`config.mk`:
```
export PLATFORM = sky130hd
export DESIGN_NAME = fma16_pack
export DESIGN_NICKNAME = d
export VERILOG_FILES = /design/src/rtl/fma16_pkg.sv /design/src/rtl/fma16_round.sv /design/src/rtl/fma16_pack.sv
export SDC_FILE = /design/constraint.sdc
export NUM_CORES = 1
export LEC_CHECK = 0
export CAP_MARGIN = 0
export CORE_MARGIN = 2
export CORE_UTILIZATION = 35
export CTS_BUF_LIST = sky130_fd_sc_hd__clkbuf_8 sky130_fd_sc_hd__clkbuf_16
export DETAILED_ROUTE_END_ITERATION = 8
export GPL_ROUTABILITY_DRIVEN = 0
export PLACE_DENSITY = 0.61
export SKIP_LAST_GASP = 1
export SLEW_MARGIN = 5
export SYNTH_ARGS = -nofsm -noshare
export SYNTH_HDL_FRONTEND = slang
export SYNTH_SLANG_ARGS = --single-unit
```
`constraint.sdc`:
```
create_clock -name clk -period 7.41 [get_ports clk]
set_input_delay 2.223 -clock clk [delete_from_list [all_inputs] [get_ports clk]]
set_output_delay 2.223 -clock clk [all_outputs]
set_load 0.01 [all_outputs]
```
`src/rtl/fma16_pkg.sv`:
```
// Shared constants for the binary16 FMA pack stage: rounding modes, flag
// positions, binary16 encodings, the control state enum and the rounding rule.
package fma16_pkg;

    localparam logic [1:0] RZ  = 2'b00;
    localparam logic [1:0] RNE = 2'b01;
    localparam logic [1:0] RM  = 2'b10;
    localparam logic [1:0] RP  = 2'b11;

    localparam int FLAG_INVALID   = 3;
    localparam int FLAG_OVERFLOW  = 2;
    localparam int FLAG_UNDERFLOW = 1;
    localparam int FLAG_INEXACT   = 0;

    localparam int          BIAS      = 15;
    localparam logic [14:0] MAXFINITE = 15'h7BFF;
    localparam logic [14:0] INF       = 15'h7C00;
    localparam logic [15:0] QNAN      = 16'h7E00;

    // The all-ones exponent field (2*BIAS+1) is reserved, so reaching it overflows.
    localparam logic signed [8:0] EXP_OVF = 9'(2 * BIAS + 1);

    typedef enum logic [1:0] {
        IDLE,
        NORM,
        ROUND,
        DONE
    } state_t;

    function automatic logic round_up(
        input logic [1:0] mode,
        input logic       sign,
        input logic       lsb,
        input logic       guard,
        input logic       sticky
    );
        logic up;
        case (mode)
            RNE:     up = guard & (sticky | lsb);
            RP:      up = ~sign & (guard | sticky);
            RM:      up = sign & (guard | sticky);
            default: up = 1'b0;
        endcase
        return up;
    endfunction

endpackage

```
`src/rtl/fma16_round.sv`:
```
// Combinational rounder and packer for a normalized binary16 sum.
// FMA16_SUBNORM_EN selects gradual underflow; without it tiny results flush to zero.
module fma16_round
    import fma16_pkg::*;
(
    input  logic              sign,
    input  logic signed [8:0] expo,
    input  logic [32:0]       mag,
    input  logic              sticky,
    input  logic              nan,
    input  logic              inf,
    input  logic              invalid,
    input  logic [1:0]        roundmode,
    output logic [15:0]       result,
    output logic [3:0]        flags
);

    logic [10:0]       sig;
    logic              guard;
    logic              sticky_all;
    logic              inc;
    logic [11:0]       sum;
    logic [10:0]       rsig;
    logic signed [8:0] rexp;
    logic              hidden;
    logic              tiny;
    logic              inexact;
    logic              overflow;
    logic [4:0]        exp_field;

    // A carry out of the 11-bit significand can only come from 0x7FF, so the
    // bit dropped by the renormalizing shift is always zero.
    always_comb begin
        sig        = mag[32:22];
        guard      = mag[21];
        sticky_all = (|mag[20:0]) | sticky;
        inc        = round_up(roundmode, sign, sig[0], guard, sticky_all);
        sum        = {1'b0, sig} + {11'd0, inc};
        if (sum[11]) begin
            rsig = sum[11:1];
            rexp = expo + 9'sd1;
        end else begin
            rsig = sum[10:0];
            rexp = expo;
        end
        hidden    = rsig[10];
        tiny      = ~hidden;
        inexact   = guard | sticky_all;
        overflow  = hidden && (rexp >= EXP_OVF);
        exp_field = hidden ? rexp[4:0] : 5'd0;
    end

    always_comb begin
        result = 16'h0000;
        flags  = 4'b0000;
        if (nan) begin
            result              = QNAN;
            flags[FLAG_INVALID] = invalid;
        end else if (inf) begin
            result              = {sign, INF};
            flags[FLAG_INVALID] = invalid;
        end else if (mag == 33'd0 && !sticky) begin
            result = {sign, 15'd0};
        end else if (overflow) begin
            flags[FLAG_OVERFLOW] = 1'b1;
            flags[FLAG_INEXACT]  = 1'b1;
            case (roundmode)
                RNE:     result = {sign, INF};
                RZ:      result = {sign, MAXFINITE};
                RP:      result = sign ? {1'b1, MAXFINITE} : {1'b0, INF};
                default: result = sign ? {1'b1, INF} : {1'b0, MAXFINITE};
            endcase
`ifdef FMA16_SUBNORM_EN
        end else begin
            result                = {sign, exp_field, rsig[9:0]};
            flags[FLAG_UNDERFLOW] = tiny & inexact;
            flags[FLAG_INEXACT]   = inexact;
        end
`else
        // Nonzero input here guarantees a nonzero rounded value or inexact.
        end else if (tiny) begin
            result                = {sign, 15'd0};
            flags[FLAG_UNDERFLOW] = 1'b1;
            flags[FLAG_INEXACT]   = 1'b1;
        end else begin
            result              = {sign, exp_field, rsig[9:0]};
            flags[FLAG_INEXACT] = inexact;
        end
`endif
    end

endmodule

```
`src/rtl/fma16_pack.sv`:
```
// Iterative normalize/round/pack back end for the binary16 FMA, with valid/ready
// handshakes on both sides. FMA16_SUBNORM_EN enables gradual underflow (else FTZ).
module fma16_pack
    import fma16_pkg::*;
(
    input  logic        clk,
    input  logic        reset,
    input  logic        in_valid,
    output logic        in_ready,
    input  logic        Ss,
    input  logic [6:0]  Se,
    input  logic [33:0] Sm,
    input  logic        sticky_in,
    input  logic        nan_in,
    input  logic        inf_in,
    input  logic        invalid_in,
    input  logic [1:0]  roundmode,
    output logic        out_valid,
    input  logic        out_ready,
    output logic [15:0] result,
    output logic [3:0]  flags
);

    state_t            state;
    logic              sign_r;
    logic signed [8:0] exp_r;
    logic [33:0]       mag_r;
    logic              sticky_r;
    logic              acc_r;
    logic              nan_r;
    logic              inf_r;
    logic              invalid_r;
    logic [1:0]        mode_r;
    logic              shift_right;
    logic              shift_left;
    logic [15:0]       rnd_result;
    logic [3:0]        rnd_flags;

    // Exponent is carried two bits wider than the input so that shifting a
    // large or very negative Se never wraps.
    always_comb begin
        shift_right = mag_r[33] || (exp_r < 9'sd1 && mag_r != 34'd0);
        shift_left  = !mag_r[32] && mag_r != 34'd0 && exp_r > 9'sd1;
    end

    fma16_round u_round (
        .sign      (sign_r),
        .expo      (exp_r),
        .mag       (mag_r[32:0]),
        .sticky    (acc_r | sticky_r),
        .nan       (nan_r),
        .inf       (inf_r),
        .invalid   (invalid_r),
        .roundmode (mode_r),
        .result    (rnd_result),
        .flags     (rnd_flags)
    );

    always_ff @(posedge clk) begin
        if (reset) begin
            state     <= IDLE;
            in_ready  <= 1'b1;
            out_valid <= 1'b0;
            result    <= 16'h0000;
            flags     <= 4'b0000;
            sign_r    <= 1'b0;
            exp_r     <= 9'sd0;
            mag_r     <= 34'd0;
            sticky_r  <= 1'b0;
            acc_r     <= 1'b0;
            nan_r     <= 1'b0;
            inf_r     <= 1'b0;
            invalid_r <= 1'b0;
            mode_r    <= RZ;
        end else begin
            case (state)
                IDLE: begin
                    if (in_valid) begin
                        sign_r    <= Ss;
                        exp_r     <= {{2{Se[6]}}, Se};
                        mag_r     <= Sm;
                        sticky_r  <= sticky_in;
                        acc_r     <= 1'b0;
                        nan_r     <= nan_in;
                        inf_r     <= inf_in;
                        invalid_r <= invalid_in;
                        mode_r    <= roundmode;
                        in_ready  <= 1'b0;
                        state     <= NORM;
                    end
                end
                NORM: begin
                    if (nan_r || inf_r) begin
                        state <= ROUND;
                    end else if (shift_right) begin
                        mag_r <= mag_r >> 1;
                        acc_r <= acc_r | mag_r[0];
                        exp_r <= exp_r + 9'sd1;
                    end else if (shift_left) begin
                        mag_r <= mag_r << 1;
                        exp_r <= exp_r - 9'sd1;
                    end else begin
                        state <= ROUND;
                    end
                end
                ROUND: begin
                    result    <= rnd_result;
                    flags     <= rnd_flags;
                    out_valid <= 1'b1;
                    state     <= DONE;
                end
                DONE: begin
                    if (out_ready) begin
                        out_valid <= 1'b0;
                        in_ready  <= 1'b1;
                        state     <= IDLE;
                    end
                end
                default: state <= IDLE;
            endcase
        end
    end

endmodule
```
**Word-level counts from Yosys, hierarchy flattened**

Index checks and enable logic that the tools add are counted.

- Add/subtract/negate cells: 3
- Eq/ne operators: 13
- Div/mod/pow operators: 0
- Reduce and logical (&&, ||, !) cells: 23
- Muxes and demuxes: 45
- Multipliers: 0
- Bitwise logic cells: 9
- $lt $le $gt $ge: 3
- Shift-type cells: 0

Operators by type and width:

| operator | count |
|---|---|
| 34-bit two-way mux | 4 |
| 16-bit two-way mux | 6 |
| 34-bit case mux with 2 select lines | 1 |
| 16-bit case mux with 3 select lines | 1 |
| 9-bit two-way mux | 5 |
| 34-bit nonzero test | 1 |
| 33-bit zero test | 1 |
| 21-bit OR reduction | 1 |
| 9-bit case mux with 2 select lines | 1 |
| 15-bit two-way mux | 1 |
| 11-bit by 1-bit adder with 12-bit output | 1 |
| 1-bit two-way mux | 12 |
| 4-bit AND reduction | 3 |
| 11-bit two-way mux | 1 |
| 2-bit two-way mux | 5 |
| 9-bit by 2-bit adder with 9-bit output (second input constant) | 1 |
| 9-bit by 6-bit >= comparator with 1-bit output (second input constant) | 1 |
| 9-bit by 2-bit greater-than comparator with 1-bit output (second input constant) | 1 |
| 9-bit by 2-bit < comparator with 1-bit output (second input constant) | 1 |
| 3-bit two-way mux | 3 |
| 3-bit inequality test (second input constant) | 3 |
| 9-bit by 2-bit subtractor with 9-bit output (second input constant) | 1 |
| 2-bit == test (second input constant) | 4 |
| 2-bit inequality test (second input constant) | 4 |
| 14 further kinds | 33 |

- Latch bits: 0
- Memory bits (writable): 0
- Word-level logic and storage cells: 110
- Input port bits: 52
- Bits in read-only memories: 0
- Output and inout bits: 22
- Register bits after elaboration: 75
- Memories: 0

**Depth between registers and ports, before layout**

Gate-level depths: netlist of run 1.

- Word-level depth: 13
- Mapped depth: 14
- Depth with buffers taken out: 13

**By module**

From an unflattened synthesis of run 1, not the netlist that was laid out.

- Cell total of the unflattened synthesis: 594
- Area total of the unflattened synthesis: 4814.6 sq um

Modules (own cells, without submodules):

| module | sequential area each (sq um) | area an instance (sq um) | instances | cells each |
|---|---|---|---|---|
| fma16_pack | 1501.4 | 3910.0 | 1 | 452 |
| fma16_round | 0.0 | 904.6 | 1 | 142 |

**Least setup slack after synthesis of run 1**

No wires, ideal clock.

- Kind: input to register
- Start: input in_valid
- End: register exp_r[8]
- Data required time: 7.319 ns
- Arrival: 3.484 ns
- Setup slack: 3.835 ns
- Setup time: 0.091 ns
- Buffers on the path: 2
- Cell stages on the path: 6
- Path through: buf_2 > nand2_1 > nor2_1 > clkbuf_1 > nor3_1 > a311oi_1

- Word-level cells in the longest chain between the ends: 2

RTL lines:

| item | RTL line | RTL |
|---|---|---|
| start: declaration | fma16_pack.sv:8 | `input logic in_valid,` |
| 2-bit inequality test (no line) | n/a |  |
| 4-bit AND reduction (no line) | n/a |  |
| end signal: assignment | fma16_pack.sv:80 | `exp_r <= {{2{Se[6]}}, Se};` |
| end signal: assignment | fma16_pack.sv:98 | `exp_r <= exp_r + 9'sd1;` |
| end signal: assignment | fma16_pack.sv:101 | `exp_r <= exp_r - 9'sd1;` |
| end: declaration | fma16_pack.sv:26 | `logic signed [8:0] exp_r;` |

No other way between the ends.
A chain may end at the register's enable or synchronous reset.

**Worst setup path after layout of run 1**

- Start: input in_valid
- End: register mag_r[27]

- Word-level cells in the longest chain between the ends: 2

RTL lines:

| item | RTL line | RTL |
|---|---|---|
| 2-bit inequality test (no line) | n/a |  |
| 4-bit AND reduction (no line) | n/a |  |
| end signal: assignment | fma16_pack.sv:81 | `mag_r <= Sm;` |
| end signal: assignment | fma16_pack.sv:96 | `mag_r <= mag_r >> 1;` |
| end signal: assignment | fma16_pack.sv:100 | `mag_r <= mag_r << 1;` |
| end: declaration | fma16_pack.sv:27 | `logic [33:0] mag_r;` |

No other way between the ends.

==> flow_summary.ini, run 1 <==
[status]
status = finished clean

[timing]
maxSlewViolCount = 0
worst_slew_pin_slew_ns = 1.206
fmax_ghz = 0.2253
hold_viol = 0
setup-tns-final_ns = 0
finClkSkew_ns = 0.009204
grt_setup_unrepaired = no
post-route-min-period_ns = 4.439
maxSlewHeadroom_pct = 19.33
period_share_pct = 59.90
setup_viol = 0

[global_route]
grt_pass1_vias = 4295
antenna_found_initial = 0
grt_max_degree = 78
track_usage_pct = 18.26
grt-ovfl-total = 0
grt_pass1_wl_mm = 21.58

[yosys]
synth_cells = 578
synthArstFlopShare_pct = 0
ys.flop_type = dfxtp_1
synth_cell_types = 69
synthMostInstantiatedCell = dfxtp_1
yosysWarnings = 0
ys_top_cells_by_count = dfxtp_1 (75), a21oi_1 (57), nor2_1 (53)
synth_area_leaders = dfxtp_1 (32%), mux2i_1 (8.4%), a22o_1 (6.1%)
yosysSeqAreaShare_pct = 31.61
ys_ff_latch = 75
synth-edff-count = 0
avgSynthCellArea_sq_um = 8.217
yosys.area.top_type = dfxtp_1
synth_top_cell_area_share_pct = 31.61
syn_nets = 639
syn-cell-area_sq_um = 4750

[critical_path]
cp-start-kind = primary input
worstPathArrival_ns = 4.72
slowest_stage = nor3_4
cpPeakStageDelay_ns = 0.96
crit_type = in -> reg
cp.required_ns = 7.69
timing.critical_path.cells = clkdlybuf4s50_1 -> nand2_1 -> nor2_1 -> buf_4 -> nor3_4 -> a22o_1
crit_path_max_fanout = 32
end_kind = register

[placement]
dpl.hpwl_mm = 9.284
portBuffers = 73

[route]
drcViolationCount = 0
routed_via_density = 5.683
first_pass_iters = 7
wl_per_cell_microns = 16.11
drt-total-wl_mm = 12.84
vias = 4529
drtIter0Drc = 230
ant_nets = 0

[floorplan]
rows = 42
initial_core_util_pct = 35.87
design.core.area_sq_um = 13240
die_w_microns = 120.5
die-area_sq_um = 14520
boundaryPins = 74
die_y_microns = 120.5

[cells_and_area]
seq_area_sq_um = 1501
syn_to_final_growth_pct = 21.68
fillers = 1337
fin_nets = 677
layout-drive-gt1-share_pct = 6.602
multiInputGateArea_sq_um = 2918
n_antenna_cell = 0
finish.utilization_pct = 43.64

[power_and_ir_drop]
pwr-share-seq_pct = 28.9
swShare_pct = 46.37
vdd_ir_drop_max_mv = 0.2411
switchingPower_w = 0.001240
p_int_w = 0.001434
power_density_nw_per_um2 = 462.8
combPwrFrac_pct = 54.3
pwr-share-clk_pct = 16.8
p_leak_nw = 2.077

[clocking]
clock_latency_ns = 0.34
cts_tree = yes
cts_setup_buffers = 0
clock-root-buffer = clkbuf_16
htreeDepth = 3
ctsHoldBuffers = 0
clock_path_buffers = 2
cts_resized = 0
cts-buffers-inserted = 9
clk_pin_slew_ns = 0.06
cts.sink_count = 75

[worst_hold_path]
hold_class = reg -> reg

[flow_run]
cap_violations = 0
## stage by stage
stage | area [sq um] | worst slack (ns) | hold WS, ns | std cells | power (W)
after floorplan | 4750 | 3.835 | 0.4363 | 578 | 0.001934
after global placement | 5472 | 2.739 | 0.4526 | 781 | 0.002191
after detailed placement | 5472 | 2.683 | 0.4591 | 781 | 0.002219
after CTS | 5779 | 3.030 | 0.4666 | 797 | 0.002675
after global routing | 5779 | 2.803 | 0.4878 | 797 | 0.002880
final | 5779 | 2.971 | 0.4639 | 797 | 0.002674
## path summary, 6_finish.rpt
| check | startpoint | endpoint | slack [ns] | depth (start not counted) |
|---|---|---|---|---|
| worst max-delay path | in_valid | mag_r[27] | 2.97 | 6 |
| worst min register to register | invalid_r | invalid_r | 0.46 | 2 |
| worst min-delay path | invalid_r | invalid_r | 0.46 | 2 |
| worst max register to register | mag_r[0] | result[6] | 3.44 | 13 |
## cells by family after synthesis
| family | Yosys count | share of synthesized area (%) |
|---|---|---|
| buf+inv | 68 | 7.244 |
| mux | 41 | 8.667 |
| simple gates | 198 | 20.92 |
| xor+xnor | 13 | 2.397 |
| compound gates | 174 | 26.79 |
| flops | 75 | 31.61 |
| fa+ha+maj | 9 | 2.371 |
## registers in the layout, indices dropped and copies added, names as in the netlist
signal and flops:
sticky_r 1, nan_r 1, acc_r 1, sign_r 1
exp_r 9, invalid_r 1, out_valid 1, mode_r 2
result 16, inf_r 1, in_ready 1, state 2
flags 4, mag_r 34
## per-layer routing
| layer | global-route usage, % | wire length (microns) | part of all wire (%) | vias up |
|---|---|---|---|---|
| met2 | 28.04 | 5903 | 46 | 141 |
| met4 | 7.485 | 340 | 2.6 | 0 |
| met3 | 3.113 | 606 | 4.7 | 27 |
| met5 | 0 | 0 | 0 | - |
| met1 | 25.31 | 5993 | 47 | 2106 |
| li1 | - | - | - | 2255 |
## cells in the final DEF (no fill, tap or decap), types with 3 or more instances in the layout
master            n
a31o_2            3
xnor2_1           7
inv_1            17
nor2b_1           3
nor2_1           53
nand3_1          29
and2_1            3
buf_4             5
clkinv_4          3
ha_1              8
a311oi_1          6
dfxtp_1          75
nor4_1           16
a211oi_1          6
and4_1            4
a211o_1           3
xor2_1            6
inv_6             3
mux2i_1          40
o21ai_0          10
a22o_1           33
o21a_1            4
a31oi_1           8
nand4_1          12
a221oi_1          8
a21oi_1          57
and3_1            7
nand2_1          45
clkdlybuf4s50_1  73
clkbuf_16         9
nor3_1           11
## critical path: cells and delay by family
| kind | cells | cell delay (ns) |
|---|---|---|
| AOI/OAI and AO/OA | 1 | 0.28 |
| buffers and inverters | 2 | 0.83 |
| and+or+nand+nor | 3 | 1.36 |
## final cells by class
class                   instances  share of cell area (%)
inverters                      17                   1.104
flip-flops and latches         75                   25.98
well taps                     176                   3.810
multi-input cells             435                   50.49
clock inverters                 7                   1.429
clock buffers                   9                   3.897
repair buffers                 78                   13.29
## power by group through the flow
stage                     Combinational (W)  Sequential (W)  Clock, W
after global routing                0.00160        0.000807  0.000478
after detailed placement            0.00144        0.000778         0
after CTS                           0.00145        0.000770  0.000457
final                               0.00145        0.000774  0.000449
after global placement              0.00142        0.000774         0
after floorplan                     0.00127        0.000663         0
(Power assumes the default switching activity.)
==> inputs of run 2 (changes only) <==
Settings changed: PLACE_DENSITY 0.61 to 0.63.
Clock period 7.41 ns to 4 ns, I/O delays scaled along.
==> flow_summary.ini, run 2 (same netlist as run 1, synthesis figures left out) <==
[status]
status = finished clean

[cells_and_area]
n_antenna_cell = 0
finish.utilization_pct = 43.82
syn_to_final_growth_pct = 22.18
fillers = 1326
fin_nets = 682
top_regs = mag_r (34), result (16), exp_r (9)
top_register = mag_r
largest_reg_flops = 34
layout_common_cells = dfxtp_1 (75), clkdlybuf4s50_1 (73), a21oi_1 (57), nor2_1 (53), nand2_1 (45)
mostFrequentLayoutCell = dfxtp_1
layout-drive-gt1-share_pct = 7.040

[power_and_ir_drop]
pwr-share-seq_pct = 28.8
switchingPower_w = 0.002280
pwr-share-clk_pct = 16.4
p_int_w = 0.002683
p_leak_nw = 2.098
power_density_nw_per_um2 = 855.3
combPwrFrac_pct = 54.8
vdd_ir_drop_max_mv = 0.4621
swShare_pct = 45.95

[floorplan]
boundaryPins = 74
initial_core_util_pct = 35.87
design.core.area_sq_um = 13240
die_w_microns = 120.5
die-area_sq_um = 14520
die_y_microns = 120.5
rows = 42

[global_route]
grt_pass1_vias = 4318
grt_pass1_wl_mm = 21.53
antenna_found_initial = 0
grt_max_degree = 77
grt-ovfl-total = 0
track_usage_pct = 18.29

[timing]
finClkSkew_ns = 0.006200
setup_viol = 0
grt_setup_unrepaired = no
maxSlewViolCount = 0
hold_viol = 0
worst_slew_pin_slew_ns = 1.283
setup-tns-final_ns = 0
fin_worst_hold_slack_ns = 0.4669
period_share_pct = 92.81
fmax_ghz = 0.2694
maxSlewHeadroom_pct = 14.22
post-route-min-period_ns = 3.712

[route]
drtIter0Drc = 376
first_pass_iters = 5
ant_nets = 0
drt-total-wl_mm = 13.23
wl_per_cell_microns = 16.51
routed_via_density = 5.698
vias = 4564
drcViolationCount = 0

[critical_path]
path_buf_inv = 0
end_kind = register
cpPeakStageDelay_ns = 0.42
worstPathArrival_ns = 3.95
cp-start-kind = register
cp.required_ns = 4.23
startpoint = mag_r[13]
crit_type = reg -> reg
timing.critical_path.cells = nor4_1 -> nand4_1 -> or2_2 -> o21ai_0 -> a211oi_1 -> ha_1 -> ha_1 -> and3_1 -> a31oi_1 -> a31o_2 -> a21oi_4 -> a31o_2 -> a221oi_1
slowest_stage = or2_2
r2r_start = mag_r[13]
critPathTopFamily = compound AO/OA/AOI/OAI gates
crit_path_max_fanout = 9

[clocking]
clock_latency_ns = 0.34
clk_pin_slew_ns = 0.06
cts.sink_count = 75
ctsHoldBuffers = 0
cts_tree = yes
cts-buffers-inserted = 9
clock_path_buffers = 2
clock-root-buffer = clkbuf_16
htreeDepth = 3
cts_resized = 0
cts_setup_buffers = 0

[placement]
dpl.hpwl_mm = 9.433
portBuffers = 73

[flow_run]
cap_violations = 0

[worst_hold_path]
min_from = result[15]
hold_class = reg -> reg
-- run 2: changes by cell type in the layout (fill, tap and decap cells not counted), sizes merged --
cell	previous run	this run
clkinv	3	2
buf	5	10
inv	20	18
clkbuf	9	10
clkinvlp	0	1
-- run 2: cell type report --
type | instances | area [sq um] | share of cell area, %
inverters | 17 | 63.81 | 1.100
clock buffers | 10 | 239.0 | 4.118
flip-flops and latches | 75 | 1501 | 25.87
clock inverters | 5 | 55.05 | 0.9487
well taps | 176 | 220.2 | 3.795
repair buffers | 83 | 805.8 | 13.89
multi-input cells | 435 | 2918 | 50.28
-- run 2: through the flow --
stage / total power [W] / cell area (sq um) / setup WS, ns / cells
3_3_place_gp: 0.004075 / 5509 / 0.4281 / 786
2_1_floorplan: 0.003583 / 4750 / 0.7239 / 578
5_1_grt: 0.005295 / 5803 / 0.004211 / 801
3_5_place_dp: 0.004137 / 5509 / 0.3074 / 786
4_1_cts: 0.004956 / 5803 / 0.2787 / 801
6_report: 0.004963 / 5803 / 0.2875 / 801
-- run 2: final timing paths --
| kind | endpoint | slack [ns] | cells after the start |
|---|---|---|---|
| worst max-delay path | result[8] | 0.29 | 13 |
| worst max register to register | result[8] | 0.29 | 13 |
| worst min register to register | result[15] | 0.47 | 2 |
| worst min-delay path | result[15] | 0.47 | 2 |
-- run 2: worst min-delay path, cell delays in order, from the launching register on --
cell and delay, ns:
dfxtp_1 0.31, nand2_1 0.06, a21oi_1 0.05
-- run 2: per-layer routing --
layer  up-vias  share of wire [%]  global-route usage, %  routed length (microns)
li1       2255                  -                      -                        -
met1      2160                 47                  24.43                     6223
met2       130                 46                  29.13                     6142
met3        19                4.3                  3.443                      566
met4         0                2.2                  7.195                      295
met5         -                  0                      0                        0
-- run 2: power groups by stage --
stage	clock network [W]	registers [W]	logic (W)
floorplan	0	0.00123	0.00235
global placement	0	0.00142	0.00266
detailed placement	0	0.00143	0.00270
CTS	0.000825	0.00142	0.00271
global route	0.000855	0.00148	0.00296
finish	0.000812	0.00143	0.00272
